<file path="src/rtl/vga_timing_gen_if.sv">
// Pixel-request and video-output bundle for vga_timing_gen.
// The test_mode input only exists when VGA_TESTPAT_EN is defined.
interface vga_timing_gen_if #(
    parameter int R_W = 3,
    parameter int G_W = 3,
    parameter int B_W = 2,
    parameter int X_W = 10,
    parameter int Y_W = 10
) ();
    logic [R_W-1:0] pix_r;
    logic [G_W-1:0] pix_g;
    logic [B_W-1:0] pix_b;
`ifdef VGA_TESTPAT_EN
    logic           test_mode;
`endif
    logic [X_W-1:0] x;
    logic [Y_W-1:0] y;
    logic           req;
    logic           pe;
    logic [R_W-1:0] red;
    logic [G_W-1:0] grn;
    logic [B_W-1:0] blu;
    logic           hsync;
    logic           vsync;
    logic           de;
    logic           frame_start;

    // Handshake: req is high while (x,y) lies in the active area; the pixel
    // source must hold pix_* valid for that coordinate until the next pe.
    // There is no back-pressure: the timing generator never waits.
`ifdef VGA_TESTPAT_EN
    modport master (input pix_r, pix_g, pix_b, test_mode,
                    output x, y, req, pe, red, grn, blu, hsync, vsync, de, frame_start);
    modport slave  (output pix_r, pix_g, pix_b, test_mode,
                    input x, y, req, pe, red, grn, blu, hsync, vsync, de, frame_start);
`else
    modport master (input pix_r, pix_g, pix_b,
                    output x, y, req, pe, red, grn, blu, hsync, vsync, de, frame_start);
    modport slave  (output pix_r, pix_g, pix_b,
                    input x, y, req, pe, red, grn, blu, hsync, vsync, de, frame_start);
`endif
endinterface

</file>
<file path="src/rtl/vga_timing_gen.sv">
// Parametrised VGA timing generator with registered, blanked colour output.
// Define VGA_TESTPAT_EN to add the test_mode colour-bar generator.
module vga_timing_gen #(
    parameter int CLK_DIV  = 4,
    parameter int H_ACTIVE = 640,
    parameter int H_FP     = 16,
    parameter int H_SYNC   = 96,
    parameter int H_BP     = 48,
    parameter int V_ACTIVE = 480,
    parameter int V_FP     = 10,
    parameter int V_SYNC   = 2,
    parameter int V_BP     = 33,
    parameter bit HS_POL   = 1'b0,
    parameter bit VS_POL   = 1'b0,
    parameter int R_W      = 3,
    parameter int G_W      = 3,
    parameter int B_W      = 2,
    parameter int X_W      = 10,
    parameter int Y_W      = 10
) (
    input logic              clk,
    input logic              clr,
    vga_timing_gen_if.master vif
);
    localparam int H_TOTAL = H_ACTIVE + H_FP + H_SYNC + H_BP;
    localparam int V_TOTAL = V_ACTIVE + V_FP + V_SYNC + V_BP;
    localparam int DIV_W   = (CLK_DIV > 1) ? $clog2(CLK_DIV) : 1;

    localparam logic [DIV_W-1:0] DIV_LAST = DIV_W'(CLK_DIV - 1);
    localparam logic [X_W-1:0]   H_LAST   = X_W'(H_TOTAL - 1);
    localparam logic [X_W-1:0]   H_ACT    = X_W'(H_ACTIVE);
    localparam logic [X_W-1:0]   HS_START = X_W'(H_ACTIVE + H_FP);
    localparam logic [X_W-1:0]   HS_END   = X_W'(H_ACTIVE + H_FP + H_SYNC);
    localparam logic [Y_W-1:0]   V_LAST   = Y_W'(V_TOTAL - 1);
    localparam logic [Y_W-1:0]   V_ACT    = Y_W'(V_ACTIVE);
    localparam logic [Y_W-1:0]   VS_START = Y_W'(V_ACTIVE + V_FP);
    localparam logic [Y_W-1:0]   VS_END   = Y_W'(V_ACTIVE + V_FP + V_SYNC);

    logic [DIV_W-1:0] div_q, div_d;
    logic [X_W-1:0]   h_q, h_d;
    logic [Y_W-1:0]   v_q, v_d;
    logic [R_W-1:0]   red_q, red_d;
    logic [G_W-1:0]   grn_q, grn_d;
    logic [B_W-1:0]   blu_q, blu_d;
    logic             de_q, de_d;
    logic             hs_q, hs_d;
    logic             vs_q, vs_d;
    logic             fs_q, fs_d;
    logic             pe;
    logic             req;
    logic             pe_next;
`ifdef VGA_TESTPAT_EN
    logic [2:0]       bar;
`endif

    assign pe  = (div_q == DIV_LAST);
    assign req = (h_q < H_ACT) && (v_q < V_ACT);

    always_comb begin
        div_d = pe ? '0 : div_q + DIV_W'(1);
        h_d   = h_q;
        v_d   = v_q;
        red_d = red_q;
        grn_d = grn_q;
        blu_d = blu_q;
        de_d  = de_q;
        hs_d  = hs_q;
        vs_d  = vs_q;
`ifdef VGA_TESTPAT_EN
        bar   = 3'((32'(h_q) * 8) / H_ACTIVE);
`endif
        if (pe) begin
            if (h_q == H_LAST) begin
                h_d = '0;
                v_d = (v_q == V_LAST) ? '0 : v_q + Y_W'(1);
            end else begin
                h_d = h_q + X_W'(1);
            end
            de_d  = req;
            red_d = '0;
            grn_d = '0;
            blu_d = '0;
            if (req) begin
`ifdef VGA_TESTPAT_EN
                // Bar order white..black maps to r=~bar[1], g=~bar[2], b=~bar[0].
                if (vif.test_mode) begin
                    red_d = {R_W{~bar[1]}};
                    grn_d = {G_W{~bar[2]}};
                    blu_d = {B_W{~bar[0]}};
                end else begin
                    red_d = vif.pix_r;
                    grn_d = vif.pix_g;
                    blu_d = vif.pix_b;
                end
`else
                red_d = vif.pix_r;
                grn_d = vif.pix_g;
                blu_d = vif.pix_b;
`endif
            end
            hs_d = (h_q >= HS_START && h_q < HS_END) ? HS_POL : ~HS_POL;
            vs_d = (v_q >= VS_START && v_q < VS_END) ? VS_POL : ~VS_POL;
        end
        // frame_start is registered one clk early so it coincides with the
        // pe of pixel (0,0); with CLK_DIV=1 the pixel at reset release is not flagged.
        pe_next = (div_d == DIV_LAST);
        fs_d    = pe_next && (h_d == '0) && (v_d == '0);
    end

    always_ff @(posedge clk or negedge clr) begin
        if (!clr) begin
            div_q <= '0;
            h_q   <= '0;
            v_q   <= '0;
            red_q <= '0;
            grn_q <= '0;
            blu_q <= '0;
            de_q  <= 1'b0;
            hs_q  <= ~HS_POL;
            vs_q  <= ~VS_POL;
            fs_q  <= 1'b0;
        end else begin
            div_q <= div_d;
            h_q   <= h_d;
            v_q   <= v_d;
            red_q <= red_d;
            grn_q <= grn_d;
            blu_q <= blu_d;
            de_q  <= de_d;
            hs_q  <= hs_d;
            vs_q  <= vs_d;
            fs_q  <= fs_d;
        end
    end

    assign vif.x           = h_q;
    assign vif.y           = v_q;
    assign vif.req         = req;
    assign vif.pe          = pe;
    assign vif.red         = red_q;
    assign vif.grn         = grn_q;
    assign vif.blu         = blu_q;
    assign vif.de          = de_q;
    assign vif.hsync       = hs_q;
    assign vif.vsync       = vs_q;
    assign vif.frame_start = fs_q;
endmodule

</file>
<file path="src/flat_wrapper.sv">
// flat-port wrapper written by rule: the top's interface ports become plain ports
module vga_timing_gen_flat 
#(
    parameter int CLK_DIV  = 4,
    parameter int H_ACTIVE = 640,
    parameter int H_FP     = 16,
    parameter int H_SYNC   = 96,
    parameter int H_BP     = 48,
    parameter int V_ACTIVE = 480,
    parameter int V_FP     = 10,
    parameter int V_SYNC   = 2,
    parameter int V_BP     = 33,
    parameter bit HS_POL   = 1'b0,
    parameter bit VS_POL   = 1'b0,
    parameter int R_W      = 3,
    parameter int G_W      = 3,
    parameter int B_W      = 2,
    parameter int X_W      = 10,
    parameter int Y_W      = 10
)
  (clk, clr, vif_pix_r, vif_pix_g, vif_pix_b, vif_x, vif_y, vif_req, vif_pe, vif_red, vif_grn, vif_blu, vif_hsync, vif_vsync, vif_de, vif_frame_start);
  vga_timing_gen_if #(.R_W(R_W), .G_W(G_W), .B_W(B_W), .X_W(X_W), .Y_W(Y_W)) vif_i ();
  input logic clk;
  input logic clr;
  input wire logic [$bits(vif_i.pix_r)-1:0] vif_pix_r;
  input wire logic [$bits(vif_i.pix_g)-1:0] vif_pix_g;
  input wire logic [$bits(vif_i.pix_b)-1:0] vif_pix_b;
  output wire logic [$bits(vif_i.x)-1:0] vif_x;
  output wire logic [$bits(vif_i.y)-1:0] vif_y;
  output wire logic [$bits(vif_i.req)-1:0] vif_req;
  output wire logic [$bits(vif_i.pe)-1:0] vif_pe;
  output wire logic [$bits(vif_i.red)-1:0] vif_red;
  output wire logic [$bits(vif_i.grn)-1:0] vif_grn;
  output wire logic [$bits(vif_i.blu)-1:0] vif_blu;
  output wire logic [$bits(vif_i.hsync)-1:0] vif_hsync;
  output wire logic [$bits(vif_i.vsync)-1:0] vif_vsync;
  output wire logic [$bits(vif_i.de)-1:0] vif_de;
  output wire logic [$bits(vif_i.frame_start)-1:0] vif_frame_start;
  assign vif_i.pix_r = vif_pix_r;
  assign vif_i.pix_g = vif_pix_g;
  assign vif_i.pix_b = vif_pix_b;
  assign vif_x = vif_i.x;
  assign vif_y = vif_i.y;
  assign vif_req = vif_i.req;
  assign vif_pe = vif_i.pe;
  assign vif_red = vif_i.red;
  assign vif_grn = vif_i.grn;
  assign vif_blu = vif_i.blu;
  assign vif_hsync = vif_i.hsync;
  assign vif_vsync = vif_i.vsync;
  assign vif_de = vif_i.de;
  assign vif_frame_start = vif_i.frame_start;
  vga_timing_gen #(.CLK_DIV(CLK_DIV), .H_ACTIVE(H_ACTIVE), .H_FP(H_FP), .H_SYNC(H_SYNC), .H_BP(H_BP), .V_ACTIVE(V_ACTIVE), .V_FP(V_FP), .V_SYNC(V_SYNC), .V_BP(V_BP), .HS_POL(HS_POL), .VS_POL(VS_POL), .R_W(R_W), .G_W(G_W), .B_W(B_W), .X_W(X_W), .Y_W(Y_W)) u_core (.clk(clk), .clr(clr), .vif(vif_i));
endmodule
</file>
<file path="config.mk">
export PLATFORM = sky130hd
export DESIGN_NAME = vga_timing_gen_flat
export DESIGN_NICKNAME = d
export VERILOG_FILES = /design/src/rtl/vga_timing_gen_if.sv /design/src/rtl/vga_timing_gen.sv /design/src/flat_wrapper.sv
export SDC_FILE = /design/constraint.sdc
export NUM_CORES = 1
export LEC_CHECK = 0
export CAP_MARGIN = 20
export CELL_PAD_IN_SITES_DETAIL_PLACEMENT = 1
export CELL_PAD_IN_SITES_GLOBAL_PLACEMENT = 2
export CORE_MARGIN = 2
export CORE_UTILIZATION = 30
export DETAILED_ROUTE_END_ITERATION = 8
export PLACE_DENSITY = 0.85
export SLEW_MARGIN = 10
export SYNTH_ARGS = -nofsm -noshare
export SYNTH_HDL_FRONTEND = slang
export SYNTH_SLANG_ARGS = --single-unit
</file>
<file path="constraint.sdc">
create_clock -name clk -period 2.5 [get_ports clk]
set_input_delay 0.375 -clock clk [delete_from_list [all_inputs] [get_ports clk]]
set_output_delay 0.375 -clock clk [all_outputs]
set_load 0.005 [all_outputs]
</file>
==> qor.txt <==
Core Region -> 6314 sq um
Synth Flop Type -> dfrtp_1
Final setup viols -> 0
GR Util met1 -> 20.04%
Register area share after synthesis -> 43.97%
Final setup TNS -> 0 ns
Average wire per standard cell -> 14.99 um
Worst clock skew -> 0.006167 ns
Area growth from synthesis to layout -> 38.43%
Worst Slack Setup Final -> 0.1828 ns
CP Capture Type -> output pin
Outcome -> complete, no violations
Pre-antenna DRT Iters -> 4
Vias in the first global route -> 1,776
Synth top area share -> 41.26%
EDFF count, synth -> 0
TritonCTS Sinks -> 34
Gp weighted congestion -> 0.8297
FFs w/ async S/R, synth -> 100.0%
Library cells used by synthesis -> 46
Post-Layout Cell Count -> 349
Synth Warn # -> 0
Clock Tree Root -> clkbuf_8
HP Class -> flop to flop
CTS tree -> built
Post-Syn Instances -> 209
Max_slew headroom -> 66.97%
Final net count -> 287
Pre-CTS setup slack -> 0.1384 ns
Overflow after GRT -> 0
Gr usage total -> 15.21%
Initial DRC count -> 107
Final Slew Violations -> 0
WL final -> 5.230 mm
Post-Syn Area -> 1941 sq um
Largest vdd supply drop -> 206.7 uV
Global-route wire length before repair -> 8.625 mm
Dominant cell by count in the synthesized netlist -> dfrtp_1
Max Fclk -> 0.4316 GHz
Met3 global-route usage -> 3.540%
Post-synth top area cell -> dfrtp_1
Crit path launch type -> flop
Die area -> 7128 sq um
Top Usage Layer GRT -> met2
Mapped Nets -> 225
Max Cap Viol -> 0
Dpl hpwl -> 3.898 mm
Vias/cell -> 4.994
WS Path Type -> flop to output pin
# port buffers -> 43
Placed Area -> 2550 sq um
Slew at the pin closest to its max-slew limit -> 0.4917 ns
CP Max Fanout -> 9
Worst Path Arrival -> 1.94 ns
Diodes inserted -> 0
DRC viols -> 0
Clock insertion delay at the later pin of the skew report -> 0.29 ns
Num CTS Buffers -> 5
P per Cell Area -> 386.9 nW/um^2
RSZ-0062 raised after global routing -> no
Inst Count DP -> 336
H-tree lvl count -> 2
Antenna Violating Nets Remaining -> 0
Die Ht -> 84.43 um
Synth area leaders -> dfrtp_1 41%, o21ai_0 5.4%, nand3_1 4.6%
CTS clk-pin slew, worst paths -> 0.07 ns
Crit path time final -> 2.317 ns
Die width -> 84.43 um
Leading post-synthesis cells by instance count -> 32 x dfrtp_1, 21 x o21ai_0, 18 x nand3_1, 16 x inv_1, 15 x nor2_1
Leak -> 0.001134 uW
Via Count -> 1,743
Clock tree buffer depth -> 2
Share of cells above drive strength 1 -> 17.28%
Min Hold Slack -> 0.4597 ns
Row cnt -> 29
Fin area -> 2686 sq um
Tcrit/Tclk final -> 92.69%
Avg Cell Area, Syn -> 9.285 sq um
Initial core utilization -> 30.74%
Largest net degree at the start of global routing -> 35
# IOs -> 44
CP required -> 2.12 ns
Final hold vios -> 0
R2R Setup Slk -> 0.21 ns
Met2 GRT Util -> 25.04%
Flop and latch count out of synthesis -> 34
Antenna violations before repair -> 0
-- cells in the final DEF (no fill, tap or decap), drive strengths merged, types with 7 or more instances in the layout --
master	synthesis	routed
nor2	15	15
o21ai	22	22
inv	16	16
nand3	18	18
nor4	7	7
dfrtp	32	32
nor3	10	10
xnor2	9	9
nand2	13	13
clkdlybuf4s50	0	43
buf	4	23
-- power by group --
part | switching, uW | total, uW | leakage, uW | internal [uW]
Combinational | 19.0 | 45.1 | 0.000656 | 26.1
Sequential | 3.25 | 560 | 0.000430 | 556
Clock | 213 | 435 | 0.0000472 | 221
-- worst paths after layout --
path / cells after the start / start / end
setup / recovery: 5 / u_core.vif.x[7] / vif_req
hold / removal: 1 / u_core.div_q[0] / u_core.div_q[0]
setup reg to reg: 8 / u_core.vif.y[0] / u_core.vif.frame_start
hold reg to reg: 1 / u_core.div_q[0] / u_core.div_q[0]
max in group asynchronous: 2 / clr / u_core.vif.vsync
min in group asynchronous: 2 / clr / u_core.vif.x[5]
-- logic make-up after synthesis --
group / count (synthesis) / share of synthesized area (%)
mux: 3 / 1.612
simple gates: 86 / 26.11
flops: 34 / 43.97
xor+xnor: 15 / 6.770
buf+inv: 28 / 5.996
fa+ha+maj: 6 / 3.868
compound gates: 37 / 11.67
-- area by class of cell --
class	count	area, sq um
inverters	17	67.56
flip-flops and latches	34	853.3
fillers	729	3627
multi-input cells	147	970.9
well taps	77	96.34
clock inverters	2	12.51
repair buffers	66	603.1
clock buffers	6	82.58
-- worst max-delay path, stage by stage, from the launching register on --
cell,delay (ns)
dfrtp_1,0.38
buf_4,0.16
o21ai_0,0.28
nand3b_1,0.19
clkinvlp_4,0.14
clkdlybuf4s50_1,0.50
-- metal layers --
metal,part of all wire [%],up-vias
met5,0,-
met4,1.2,0
met3,4.6,7
met2,47,39
met1,47,843
li1,-,854
-- stage by stage --
| stage | total power (uW) | util (%) |
|---|---|---|
| floorplan | 575.2 | - |
| global placement | 615.8 | 40.39 |
| detailed placement | 617.3 | 40.39 |
| CTS | 1060 | 41.89 |
| global route | 1089 | 42.55 |
| finish | 1039 | 42.55 |
-- state kept, by name (all words and copies together), names as in the netlist --
| signal | cells |
|---|---|
| u_core.vif.blu | 2 |
| u_core.vif.frame_start | 1 |
| u_core.vif.hsync | 1 |
| u_core.vif.vsync | 1 |
| u_core.div_q | 2 |
| u_core.vif.grn | 3 |
| u_core.vif.red | 3 |
| u_core.vif.y | 10 |
| u_core.vif.de | 1 |
| u_core.vif.x | 10 |
-- timing repair --
item,CTS,global route
endpoints found under the setup margin,0,2
hold buffers,0,0
setup buffers,0,5
gates resized for setup,0,1
Power figures use the tool's default switching activity.
